[src/rtl/vending_fsm_multi_pkg.sv]
// Shared encodings for the multi-slot vending controller: FSM states, coin codes
// and the face value of each coin.
package vending_fsm_multi_pkg;

  localparam logic [1:0] ST_IDLE    = 2'd0;
  localparam logic [1:0] ST_COLLECT = 2'd1;
  localparam logic [1:0] ST_VEND    = 2'd2;
  localparam logic [1:0] ST_CHANGE  = 2'd3;

  typedef logic [1:0] coin_code_t;

  localparam coin_code_t COIN_NONE = 2'd0;
  localparam coin_code_t COIN_ONE  = 2'd1;
  localparam coin_code_t COIN_FIVE = 2'd2;
  localparam coin_code_t COIN_TEN  = 2'd3;

  localparam logic [3:0] VAL_ONE  = 4'd1;
  localparam logic [3:0] VAL_FIVE = 4'd5;
  localparam logic [3:0] VAL_TEN  = 4'd10;

  function automatic logic [3:0] coin_value(input coin_code_t code);
    logic [3:0] val;
    case (code)
      COIN_ONE:  val = VAL_ONE;
      COIN_FIVE: val = VAL_FIVE;
      COIN_TEN:  val = VAL_TEN;
      default:   val = 4'd0;
    endcase
    return val;
  endfunction

endpackage

[src/rtl/vending_fsm_multi_change_picker.sv]
// Greedy change selector: picks the largest coin not exceeding the remaining credit.
// Zero credit yields no coin.
module vending_fsm_multi_change_picker
  import vending_fsm_multi_pkg::*;
#(
  parameter int CREDIT_W = 8
) (
  input  logic [CREDIT_W-1:0] credit,
  output coin_code_t          coin_code,
  output logic [CREDIT_W-1:0] coin_val
);

  always_comb begin
    coin_code = COIN_NONE;
    if (credit >= CREDIT_W'(VAL_TEN)) begin
      coin_code = COIN_TEN;
    end else if (credit >= CREDIT_W'(VAL_FIVE)) begin
      coin_code = COIN_FIVE;
    end else if (credit >= CREDIT_W'(VAL_ONE)) begin
      coin_code = COIN_ONE;
    end
    coin_val = CREDIT_W'(coin_value(coin_code));
  end

endmodule

[src/rtl/vending_fsm_multi.sv]
// Multi-slot vending controller: coin collection with a credit ceiling, per-slot
// affordability, vend strobe, cancel/refund and one-coin-per-cycle greedy change.
module vending_fsm_multi
  import vending_fsm_multi_pkg::*;
#(
  parameter int                            CREDIT_W   = 8,
  parameter int                            N_DRINKS   = 4,
  parameter int                            SEL_W      = 2,
  parameter logic [N_DRINKS*CREDIT_W-1:0]  PRICES     = {8'd30, 8'd25, 8'd20, 8'd15},
  parameter int                            MAX_CREDIT = 99
) (
  input  logic                clk,
  input  logic                reset,
  input  logic [1:0]          coin,
  input  logic                drink_req,
  input  logic [SEL_W-1:0]    drink_sel,
  input  logic                cancel,
  output logic [CREDIT_W-1:0] total_coin,
  output logic [N_DRINKS-1:0] avail,
  output logic                drink_valid,
  output logic [SEL_W-1:0]    drink_id,
  output logic                deny,
  output logic                coin_reject,
  output logic [1:0]          change,
  output logic                busy
);

  localparam int SLOTS = 2 ** SEL_W;

  logic [1:0]          state_q, state_d;
  logic [CREDIT_W-1:0] credit_q, credit_d;
  logic [N_DRINKS-1:0] avail_q, avail_d;
  logic                drink_valid_q, drink_valid_d;
  logic [SEL_W-1:0]    drink_id_q, drink_id_d;
  logic                deny_q, deny_d;
  logic                coin_reject_q, coin_reject_d;
  coin_code_t          change_q, change_d;
  logic                busy_q, busy_d;

  logic [CREDIT_W-1:0] price_arr [SLOTS];
  logic [SLOTS-1:0]    affordable;
  logic [CREDIT_W-1:0] coin_val;
  logic [CREDIT_W:0]   coin_sum;
  logic                coin_present;
  logic                coin_fits;
  coin_code_t          pick_code;
  logic [CREDIT_W-1:0] pick_val;

  // Slots beyond N_DRINKS are never affordable, so out-of-range selections deny.
  for (genvar i = 0; i < SLOTS; i++) begin : g_slot
    if (i < N_DRINKS) begin : g_real
      assign price_arr[i]  = PRICES[i*CREDIT_W +: CREDIT_W];
      assign affordable[i] = (credit_q >= price_arr[i]);
      assign avail_d[i]    = (state_d == ST_COLLECT) && (credit_d >= price_arr[i]);
    end else begin : g_unused
      assign price_arr[i]  = '0;
      assign affordable[i] = 1'b0;
    end
  end

  assign coin_present = (coin != COIN_NONE);
  assign coin_val     = CREDIT_W'(coin_value(coin));
  assign coin_sum     = {1'b0, credit_q} + {1'b0, coin_val};
  assign coin_fits    = (coin_sum <= (CREDIT_W+1)'(MAX_CREDIT));

  vending_fsm_multi_change_picker #(
    .CREDIT_W (CREDIT_W)
  ) u_picker (
    .credit    (credit_q),
    .coin_code (pick_code),
    .coin_val  (pick_val)
  );

  always_comb begin
    state_d       = state_q;
    credit_d      = credit_q;
    drink_valid_d = 1'b0;
    drink_id_d    = '0;
    deny_d        = 1'b0;
    coin_reject_d = 1'b0;
    change_d      = COIN_NONE;
    case (state_q)
      ST_IDLE: begin
        deny_d = drink_req;
        if (coin_present) begin
          if (coin_fits) begin
            credit_d = coin_sum[CREDIT_W-1:0];
            state_d  = ST_COLLECT;
          end else begin
            coin_reject_d = 1'b1;
          end
        end
      end
      ST_COLLECT: begin
        if (cancel) begin
          state_d       = ST_CHANGE;
          coin_reject_d = coin_present;
        end else if (drink_req && affordable[drink_sel]) begin
          credit_d      = credit_q - price_arr[drink_sel];
          state_d       = ST_VEND;
          drink_valid_d = 1'b1;
          drink_id_d    = drink_sel;
          coin_reject_d = coin_present;
        end else begin
          deny_d = drink_req;
          if (coin_present) begin
            if (coin_fits) begin
              credit_d = coin_sum[CREDIT_W-1:0];
            end else begin
              coin_reject_d = 1'b1;
            end
          end
        end
      end
      ST_VEND: begin
        coin_reject_d = coin_present;
        state_d       = (credit_q == '0) ? ST_IDLE : ST_CHANGE;
      end
      ST_CHANGE: begin
        coin_reject_d = coin_present;
        change_d      = pick_code;
        credit_d      = credit_q - pick_val;
        if (credit_d == '0) begin
          state_d = ST_IDLE;
        end
      end
      default: begin
        state_d = ST_IDLE;
      end
    endcase
    busy_d = (state_d == ST_VEND) || (state_d == ST_CHANGE);
  end

  always_ff @(posedge clk) begin
    if (reset) begin
      state_q       <= ST_IDLE;
      credit_q      <= '0;
      avail_q       <= '0;
      drink_valid_q <= 1'b0;
      drink_id_q    <= '0;
      deny_q        <= 1'b0;
      coin_reject_q <= 1'b0;
      change_q      <= COIN_NONE;
      busy_q        <= 1'b0;
    end else begin
      state_q       <= state_d;
      credit_q      <= credit_d;
      avail_q       <= avail_d;
      drink_valid_q <= drink_valid_d;
      drink_id_q    <= drink_id_d;
      deny_q        <= deny_d;
      coin_reject_q <= coin_reject_d;
      change_q      <= change_d;
      busy_q        <= busy_d;
    end
  end

  assign total_coin  = credit_q;
  assign avail       = avail_q;
  assign drink_valid = drink_valid_q;
  assign drink_id    = drink_id_q;
  assign deny        = deny_q;
  assign coin_reject = coin_reject_q;
  assign change      = change_q;
  assign busy        = busy_q;

endmodule
[config.mk]
export PLATFORM = sky130hd
export DESIGN_NAME = vending_fsm_multi
export DESIGN_NICKNAME = d
export VERILOG_FILES = /design/src/rtl/vending_fsm_multi_pkg.sv /design/src/rtl/vending_fsm_multi_change_picker.sv /design/src/rtl/vending_fsm_multi.sv
export SDC_FILE = /design/constraint.sdc
export NUM_CORES = 1
export LEC_CHECK = 0
export BUFFER_PORTS_ARGS = -buffer_cell sky130_fd_sc_hd__buf_2
export CAP_MARGIN = 5
export CORE_AREA = 2 2 97 99
export DETAILED_ROUTE_END_ITERATION = 6
export DIE_AREA = 0 0 99 101
export PLACE_DENSITY = 0.52
export RECOVER_POWER = 50
export SYNTH_ARGS = -nofsm -noshare
export SYNTH_HDL_FRONTEND = slang
export SYNTH_SLANG_ARGS = --single-unit
[constraint.sdc]
create_clock -name clk -period 8.37 [get_ports clk]
set_input_delay 1.674 -clock clk [delete_from_list [all_inputs] [get_ports clk]]
set_output_delay 1.674 -clock clk [all_outputs]
set_load 0.02 [all_outputs]
## Word level (Yosys, flattened, before mapping)

Cells that the tools add are included.

- Memory bits (read-only): 0
- Output and inout port bits: 20
- Logic and storage cells: 87
- Bits in registers: 22
- Memories kept: 0
- RAM bits: 0
- Latch bits: 0

- Add/subtract/negate cells: 3
- Shift-type cells: 0
- Bitwise logic cells: 4
- Mux-type cells: 31
- $lt $le $gt $ge: 14
- Eq/ne operators: 12
- Reduce and logical (&&, ||, !) cells: 14
- Multipliers: 0
- Divide/modulo/power cells: 0

Operator list:

| operator | number |
|---|---|
| 8-bit by 5-bit >= comparator with 1-bit output, second input constant | 6 |
| 8-bit 2-to-1 mux | 6 |
| 8-bit by 4-bit >= comparator with 1-bit output, second input constant | 3 |
| 4-bit one-hot mux with 3 select lines | 2 |
| 8-bit one-hot mux with 3 select lines | 1 |
| 8-bit binary-select mux with 2-bit select | 1 |
| 2-bit == test, second input constant | 8 |
| 8-bit zero test | 2 |
| 2-bit 2-to-1 mux | 8 |
| 8-bit by 4-bit adder with 9-bit output | 1 |
| 9-bit by 7-bit <= comparator with 1-bit output, second input constant | 1 |
| 1-bit 2-to-1 mux | 9 |
| 2-bit by 1-bit == test with 1-bit output, second input constant | 4 |
| 8-bit by 1-bit >= comparator with 1-bit output, second input constant | 1 |
| 8-bit by 3-bit >= comparator with 1-bit output, second input constant | 1 |
| 2-bit one-hot mux with 4 select lines | 1 |
| 8-bit by 4-bit subtractor with 8-bit output | 1 |
| 8-bit subtractor | 1 |
| 1-bit logical AND | 5 |
| 2-bit OR reduction | 2 |
| 4-bit OR reduction | 1 |
| 3-bit >= comparator, second input constant | 1 |
| 2-bit by 3-bit < comparator with 1-bit output, second input constant | 1 |
| 1-bit NOT | 3 |
| other kinds (8) | 8 |

## Logic depth before layout (Yosys ltp)

Gate-level depths: netlist of the first run.

- Word-level depth: 12
- Gate-level depth with buffers: 20
- Gate-level depth less buffers: 19

## Hierarchy

Synthesis of the first run repeated with hierarchy kept, for this count alone.

- Cell total of the unflattened synthesis: 355
- Area, all modules: 2,732.6 um^2

By module, submodules not included:

| module | times used | cells each | area each (um^2) |
|---|---|---|---|
| vending_fsm_multi | 1 | 335 | 2,593.7 |
| vending_fsm_multi_change_picker | 1 | 20 | 138.9 |

## Worst setup path before layout of the first run

OpenSTA, ideal clock, no wires.

- Path kind: input-to-reg
- Start: input port coin[0]
- End: register avail_q[0], in the netlist avail[0]
- Stages on the path: 14
- Data required time: 8.296 ns
- Data arrival time: 4.860 ns
- Path slack: 3.436 ns
- Cell sequence: inv_1 ha_1 ha_1 ha_1 a21oi_1 or4b_1 o211a_1 or3_4 o211ai_2 buf_6 nor3_2 a211o_1 or4_1 a31oi_1

- Cells in the longest elaborated chain, start to end: 11
- Elaborated cells on any way between the ends: 18

RTL lines:

| what | line | text |
|---|---|---|
| start, declared | vending_fsm_multi.sv:14 | `input logic [1:0] coin,` |
| 2-bit == test / 2-bit by 1-bit == test with 1-bit output (equally long branches) | vending_fsm_multi_pkg.sv:23 | `case (code)` |
| 4-bit one-hot mux with 3 select lines | vending_fsm_multi_pkg.sv:23 |  |
| 8-bit by 4-bit adder with 9-bit output | vending_fsm_multi.sv:63 | `assign coin_sum = {1'b0, credit_q} + {1'b0, coin_val};` |
| 9-bit by 7-bit <= comparator with 1-bit output | vending_fsm_multi.sv:64 | `assign coin_fits = (coin_sum <= (CREDIT_W+1)'(MAX_CREDIT));` |
| 8-bit 2-to-1 mux | vending_fsm_multi.sv:86, vending_fsm_multi.sv:107 |  |
| 8-bit 2-to-1 mux | vending_fsm_multi.sv:106 | `if (coin_present) begin` |
| 8-bit 2-to-1 mux | vending_fsm_multi.sv:98 | `end else if (drink_req && affordable[drink_sel]) begin` |
| 8-bit 2-to-1 mux | vending_fsm_multi.sv:95 | `if (cancel) begin` |
| 8-bit one-hot mux with 3 select lines | vending_fsm_multi.sv:82 | `case (state_q)` |
| 8-bit by 4-bit >= comparator with 1-bit output | vending_fsm_multi.sv:54 | `assign avail_d[i] = (state_d == ST_COLLECT) && (credit_d >= price_arr[i]);` |
| 1-bit logical AND * | vending_fsm_multi.sv:54 |  |
| end signal, assigned | vending_fsm_multi.sv:148 | `avail_q <= avail_d;` |
| end, declared | vending_fsm_multi.sv:32 | `logic [N_DRINKS-1:0] avail_q, avail_d;` |

Every way passes the cells marked *; elsewhere a longest branch is shown, timed or not.
A chain may end at the register's enable or synchronous reset.

## Worst setup path in the final report of the first run

Ends and elaborated chain as after synthesis.

==> impl_metrics.yaml, run 1 <==
power:
  pwr_density_cell_nw_per_um2: 430
  peakVddDrop_uv: 164
  power_frac_seq_pct: 14.2
  p_clk_share_pct: 5.7
  p_sw_mw: 0.691
  switching_share_pct: 57.3
  fin_total_pwr_mw: 1.21
  power.leakage_nw: 1.10
  p_int_mw: 0.514
  comb_power_share_pct: 80.1
die:
  initial_utilization_pct: 29.0
  core_area_um2: 8980
  fp.dieArea_um2: 10000
  die_span_in_x_um: 99
  floorplan.io_pins: 28
  fp.dieH_um: 101
  placement_rows: 35
clock_network:
  cts_setup_buffers: 0
  cts_buffers: 3
  clock_latency_ps: 260
  clk_root_buffer_cell: "sky130_fd_sc_hd__clkbuf_8"
  cts.clk_slew.worst_paths_ps: 80
  clock_tree.htree_level_count: 1
  ctsHoldBuffers: 0
  cts_resized: 0
  clkSinkCount: 21
  cts_max_path_buffers: 2
  tritoncts: "built"
logic_synthesis:
  synth-adder-area-share_pct: 12.1
  synth_async_sr_flop_share_pct: 0
  post_synth_inst_count: 345
  combinational_family_with_the_most_area_after_synthesis: "compound AO/OA/AOI/OAI gates"
  synth-seq-area-share_pct: 16.2
  synth.net_count: 377
  post_synth_xor_area_fraction_pct: 4.71
  count_of_flip_flops_with_a_built_in_enable_after_synthesis: 0
  synth-main-ff-cell: "sky130_fd_sc_hd__dfxtp_1"
  synth_simple_gate_area_share_pct: 23.8
  synth.lib_cells_used.distinct: 77
  yosys-mux-area-fraction_pct: 0.817
  mappedNetlistArea_um2: 2600
  synth_warnings: 0
  complex_gate_fraction_of_the_synthesized_area_pct: 34.0
  ys_ff_latch: 21
  mean_post_synth_cell_area_um2: 7.54
timing:
  fin_setup_tns_ps: 0
  worst-slew-pin-transition_ps: 1170
  relative_slew_slack_pct: 21.9
  rsz0062_at_grt: "false"
  setup_viol_count_final: 0
  period_needed_ps: 5280
  final_period_util_pct: 63.1
  fin_worst_skew_ps: 5.39
  max_clock_freq_mhz: 189
  worst_slack_ps: 3090
  finalHoldViolCount: 0
  finalMaxSlewViolations: 0
worst_setup_path:
  timing.critical_path.buf_inv: 2
  crit_type: "in -> reg"
  r2r_end: "avail[0]"
  worst_ep_required_time_ps: 8560
  crit_arrival_ps: 5470
  critical_path.endpoint_type: "flip-flop"
  crit_top_cell: "sky130_fd_sc_hd__ha_1"
  worstSetupPathDepth: 13
  worstReg2RegStart: "total_coin[3]"
  worstSetupStartpointType: "input port"
  ordered_cell_list_for_the_critical_path: "buf_2, inv_1, ha_1, ha_1, ha_1, a21oi_1, or4b_1, o211a_1, or3_4, o211ai_2, o311ai_0, or4_1, a31oi_1"
  critical_path.max_fanout: 12
  crit_family: "simple AND/OR/NAND/NOR gates"
  cp_slowest_cell: "sky130_fd_sc_hd__or4b_1"
  worst-r2r-setup-slack_ps: 3510
  reg2regPathDepth: 20
  worst_path_largest_cell_delay_ps: 590
outcome:
  outcome: "complete, no violations"
final_layout:
  fillers: 982
  highest_count_cells_in_the_layout_ignoring_fill_and_taps: "30 x sky130_fd_sc_hd__nor2_1, 27 x sky130_fd_sc_hd__a21oi_1, 25 x sky130_fd_sc_hd__nand2_1, 22 x sky130_fd_sc_hd__inv_1, 22 x sky130_fd_sc_hd__ha_1"
  layout-drive-gt1-share_pct: 13.1
  mostFrequentLayoutCell: "sky130_fd_sc_hd__nor2_1"
  nNetsFinal: 393
  antenna-diode-count: 0
  area_delta_synth_final_pct: 7.69
  final-instance-count-excl-fill: 471
detailed_routing:
  firstDrtPassIters: 5
  antenna_violating_nets_post_route: 0
  drt-wirelength-per-cell_um: 18.2
  dr_total_vias: 2817
  postRouteWirelength_mm: 8.58
  drtIter0Drc: 181
  avgViaCountPerCell: 5.98
  drc: 0
worst_hold_path:
  worst_hold_path_startpoint: "busy"
  whs_endpoint: "state_q[0]"
  worstHoldPathType: "reg -> reg"
  min_path_cells: 3
grt:
  grt_first_pass_wirelength_mm: 13.9
  global_route.overflow_total: 0
  antenna_found_initial: 0
  track_usage_pct: 17.3
  grt_pass1_vias: 2698
  grt_start_max_net_pins: 29
job:
  cap_viol_max_count: 0
place:
  placed_instances: 467
  dp_hpwl_mm: 6.43
  post-place-ws_ps: 2940
  routability_congestion_estimate: 0.931
  numPortBuffers: 27
registers in the layout, summed over array words and instances, names as in the netlist:
signal       count
change           2
drink_id         2
coin_reject      1
avail            4
deny             1
busy             1
total_coin       8
drink_valid      1
state_q          1
metal layers:
| metal | global-route usage, % | vias up | wire length, µm |
|---|---|---|---|
| li1 | - | 1316 | - |
| met1 | 22.3 | 1336 | 3750 |
| met5 | 0 | - | 0 |
| met2 | 27.1 | 132 | 3790 |
| met3 | 3.26 | 33 | 597 |
| met4 | 9.80 | 0 | 450 |
worst min-delay path, cell delays in order (launching register included):
cell and delay [ps]:
sky130_fd_sc_hd__dfxtp_1 310, sky130_fd_sc_hd__clkinv_1 170, sky130_fd_sc_hd__a21oi_1 120, sky130_fd_sc_hd__nor2_1 90
synth_stat cells (3+ instances only):
master                      n  area [µm²]
sky130_fd_sc_hd__o211a_1    5        50.1
sky130_fd_sc_hd__o21ai_0   16        80.1
sky130_fd_sc_hd__nand2_1   25        93.8
sky130_fd_sc_hd__a31o_2     3        26.3
sky130_fd_sc_hd__or2_2      3        18.8
sky130_fd_sc_hd__o311ai_0   3        26.3
sky130_fd_sc_hd__a31oi_1   12        75.1
sky130_fd_sc_hd__nor3b_1    3        22.5
sky130_fd_sc_hd__o41ai_1    3        26.3
sky130_fd_sc_hd__inv_1     22        82.6
sky130_fd_sc_hd__clkbuf_1  12        45.0
sky130_fd_sc_hd__clkbuf_8   3        41.3
sky130_fd_sc_hd__o21bai_1   3        22.5
sky130_fd_sc_hd__a211oi_1   5        37.5
sky130_fd_sc_hd__ha_1      22         275
sky130_fd_sc_hd__dfxtp_1   21         420
sky130_fd_sc_hd__xnor2_1    8        70.1
sky130_fd_sc_hd__a21oi_1   27         135
sky130_fd_sc_hd__nand3_1   11        55.1
sky130_fd_sc_hd__nand3b_1   3        22.5
sky130_fd_sc_hd__o21a_1     4        30.0
sky130_fd_sc_hd__nor4_1     3        18.8
sky130_fd_sc_hd__o31ai_1    4        30.0
sky130_fd_sc_hd__nor2_1    30         113
sky130_fd_sc_hd__nand2b_1   6        37.5
sky130_fd_sc_hd__nor3_1    12        60.1
sky130_fd_sc_hd__or3_1      3        18.8
sky130_fd_sc_hd__xor2_1     3        26.3
sky130_fd_sc_hd__a221oi_1   3        26.3
through the flow:
step | util, % | cell area, µm² | hold slack (ps)
after floorplan | - | 2600 | 676
after global placement | 31.1 | 2790 | 719
after detailed placement | 31.1 | 2790 | 709
after CTS | 31.6 | 2840 | 727
after global routing | 31.2 | 2800 | 810
final | 31.2 | 2800 | 726
power groups by stage:
stage / Combinational (mW) / Sequential [mW] / Clock [mW]
final: 0.966 / 0.171 / 0.0688
after CTS: 0.959 / 0.171 / 0.0709
after detailed placement: 0.950 / 0.172 / 0
after floorplan: 0.690 / 0.190 / 0
after global placement: 0.951 / 0.172 / 0
after global routing: 1.07 / 0.176 / 0.0732
worst max-delay path by stage:
stage | startpoint | endpoint | slack (ps)
6_report | coin[0] | avail[0] | 3090
2_1_floorplan | coin[0] | avail[0] | 3440
4_1_cts | coin[0] | avail[0] | 3230
3_3_place_gp | coin[0] | avail[0] | 3030
5_1_grt | coin[1] | avail[2] | 2850
3_5_place_dp | coin[0] | avail[0] | 2940
cell families after synthesis:
kind of cell               after synthesis
AOI/OAI and AO/OA                      122
xor gates and xnor gates                12
adders and majority gates               24
buffers and inverters                   46
DFF                                     21
muxes                                    2
and+or+nand+nor                        118
cell type report:
type | instances | area [µm²] | share of cell area (%)
Multi-Input combinational cell | 278 | 1960 | 70.0
Sequential cell | 21 | 420 | 15.0
Timing Repair Buffer | 33 | 146 | 5.22
Tap cell | 111 | 139 | 4.96
Inverter | 24 | 90.1 | 3.21
Clock buffer | 4 | 45.0 | 1.61
Note: power is estimated with default switching activity, not from simulation.
==> inputs of run 2 (changes only) <==
--- a/config.mk
+++ b/config.mk
@@ -10,7 +10,7 @@
 export CORE_AREA = 2 2 97 99
 export DETAILED_ROUTE_END_ITERATION = 6
 export DIE_AREA = 0 0 99 101
-export PLACE_DENSITY = 0.52
+export PLACE_DENSITY = 0.54
 export RECOVER_POWER = 50
 export SYNTH_ARGS = -nofsm -noshare
 export SYNTH_HDL_FRONTEND = slang
==> constraint.sdc (replaced) <==
create_clock -name clk -period 4.8 [get_ports clk]
set_input_delay 0.96 -clock clk [delete_from_list [all_inputs] [get_ports clk]]
set_output_delay 0.96 -clock clk [all_outputs]
set_load 0.02 [all_outputs]
==> run 2 against run 1 <==
Net effect:
- non-clock buffer count rose by 8
- flip-flop and latch count stayed put
- count of clock-buffer cells in the layout did not move
- worst setup slack got worse by 2600 ps
- first-iteration DRC count grew 110%
- die area unchanged
- critical path type unchanged
- critical endpoint unchanged
- largest cell class unchanged
==> impl_metrics.yaml, run 2 (same netlist as run 1, synthesis figures left out) <==
clock_network:
  cts_resized: 0
  cts_buffers: 3
  cts.clk_slew.worst_paths_ps: 80
  ctsHoldBuffers: 0
  clock_tree.htree_level_count: 1
  clock_latency_ps: 270
  cts_setup_buffers: 0
  cts_max_path_buffers: 2
  clkSinkCount: 21
  tritoncts: "built"
  clk_root_buffer_cell: "sky130_fd_sc_hd__clkbuf_8"
timing:
  fin_worst_skew_ps: 10.5
  setup_viol_count_final: 0
  max_clock_freq_mhz: 231
  fin_setup_tns_ps: 0
  final_period_util_pct: 90.2
  rsz0062_at_grt: "false"
  finalMaxSlewViolations: 0
  finalHoldViolCount: 0
  worst-slew-pin-transition_ps: 976
  period_needed_ps: 4330
  relative_slew_slack_pct: 34.4
  worst_slack_ps: 469
final_layout:
  layout-drive-gt1-share_pct: 15.2
  nNetsFinal: 401
  largest_register_ffs: 8
  highest_count_cells_in_the_layout_ignoring_fill_and_taps: "30 x sky130_fd_sc_hd__nor2_1, 27 x sky130_fd_sc_hd__a21oi_1, 25 x sky130_fd_sc_hd__nand2_1, 22 x sky130_fd_sc_hd__inv_1, 22 x sky130_fd_sc_hd__ha_1"
  antenna-diode-count: 0
  mostFrequentLayoutCell: "sky130_fd_sc_hd__nor2_1"
  fillers: 967
  final_design_area_no_fill_um2: 2870
  final-instance-count-excl-fill: 479
  multi_input_comb_area_um2: 1960
  ff_latch_area_um2: 420
  area_delta_synth_final_pct: 10.2
power:
  p_clk_share_pct: 5.8
  comb_power_share_pct: 80.4
  p_sw_mw: 1.21
  power.leakage_nw: 1.15
  power_frac_seq_pct: 13.8
  p_int_mw: 0.944
  peakVddDrop_uv: 339
  pwr_density_cell_nw_per_um2: 750
  switching_share_pct: 56.1
  fin_total_pwr_mw: 2.15
place:
  dp_hpwl_mm: 6.44
  placed_instances: 475
  numPortBuffers: 27
  routability_congestion_estimate: 0.943
  post-place-ws_ps: 219
  dpl-instance-area_um2: 2850
die:
  placement_rows: 35
  initial_utilization_pct: 29.0
  die_span_in_x_um: 99
  floorplan.io_pins: 28
  core_area_um2: 8980
  fp.dieArea_um2: 10000
  fp.dieH_um: 101
grt:
  grt_first_pass_wirelength_mm: 13.6
  global_route.overflow_total: 0
  antenna_found_initial: 0
  grt_pass1_vias: 2591
  grt_start_max_net_pins: 29
  track_usage_pct: 17.0
worst_setup_path:
  critical_path.endpoint_type: "flip-flop"
  worstSetupStartpointType: "input port"
  crit_type: "in -> reg"
  ordered_cell_list_for_the_critical_path: "buf_2, inv_1, ha_1, ha_1, ha_1, a21oi_1, or4b_1, o211a_1, or3_4, o211ai_2, nor3_2, a211o_1, or4_1, a31oi_1"
  cp_slowest_cell: "sky130_fd_sc_hd__or4b_1"
  critical_path.max_fanout: 12
  worst_ep_required_time_ps: 4990
  timing.critical_path.buf_inv: 2
  worst_path_largest_cell_delay_ps: 540
  crit_top_cell: "sky130_fd_sc_hd__ha_1"
  crit_arrival_ps: 4530
  crit_family: "simple AND/OR/NAND/NOR gates"
job:
  cap_viol_max_count: 0
detailed_routing:
  drc: 0
  firstDrtPassIters: 6
  avgViaCountPerCell: 5.85
  dr_total_vias: 2802
  drtIter0Drc: 380
  postRouteWirelength_mm: 8.36
  antenna_violating_nets_post_route: 0
  drt-wirelength-per-cell_um: 17.4
outcome:
  outcome: "complete, no violations"
worst_hold_path:
  worstHoldPathType: "reg -> reg"
-- run 2: changes by cell type in the layout (fill, tap and decap cells not counted), sizes merged --
cell	before	now
clkbuf	23	22
buf	14	23
-- run 2: worst register-to-register path, cell delays in order, from the launching register on --
cell	delay, ps
sky130_fd_sc_hd__dfxtp_1	320
sky130_fd_sc_hd__or3_1	490
sky130_fd_sc_hd__nor3_1	260
sky130_fd_sc_hd__nand2_1	130
sky130_fd_sc_hd__ha_1	280
sky130_fd_sc_hd__inv_1	60
sky130_fd_sc_hd__ha_1	150
sky130_fd_sc_hd__inv_1	50
sky130_fd_sc_hd__fa_1	400
sky130_fd_sc_hd__a21oi_1	160
sky130_fd_sc_hd__o21bai_1	160
sky130_fd_sc_hd__o311ai_0	320
sky130_fd_sc_hd__o41ai_1	140
sky130_fd_sc_hd__a211oi_1	270
sky130_fd_sc_hd__a21oi_1	110
sky130_fd_sc_hd__o21ai_0	410
sky130_fd_sc_hd__and3_2	330
sky130_fd_sc_hd__a31oi_1	90
-- run 2: area by class of cell --
type                            instances  share of cell area (%)
Multi-Input combinational cell        278                    68.4
Sequential cell                        21                    14.7
Timing Repair Buffer                   41                    7.41
Tap cell                              111                    4.84
Inverter                               24                    3.14
Clock buffer                            4                    1.57
-- run 2: power by group through the flow --
stage,clock [mW],combinational [mW],sequential (mW)
2_1_floorplan,0,1.20,0.331
3_3_place_gp,0,1.71,0.300
3_5_place_dp,0,1.71,0.298
6_report,0.124,1.73,0.297
4_1_cts,0.123,1.72,0.295
5_1_grt,0.134,1.91,0.307
-- run 2: path summary, 6_finish.rpt --
kind	from	to	slack, ps	depth (start not counted)
worst max-delay path	coin[0]	avail[0]	470	14
worst min-delay path	total_coin[2]	change[1]	580	2
worst max register to register	total_coin[5]	avail[0]	530	17
worst min register to register	total_coin[2]	change[1]	580	2
-- run 2: layer usage --
metal	vias to the layer above	routed length (µm)	track usage, %
li1	1332	-	-
met1	1304	3630	22.2
met2	131	3750	27.7
met3	35	589	2.77
met4	0	389	7.48
met5	-	0	0
-- run 2: stage by stage --
stage               hold WS, ps  util (%)
floorplan                   676         -
CTS                         578      32.3
finish                      578      32.0
global route                617      32.0
detailed placement          567      31.8
global placement            577      31.8
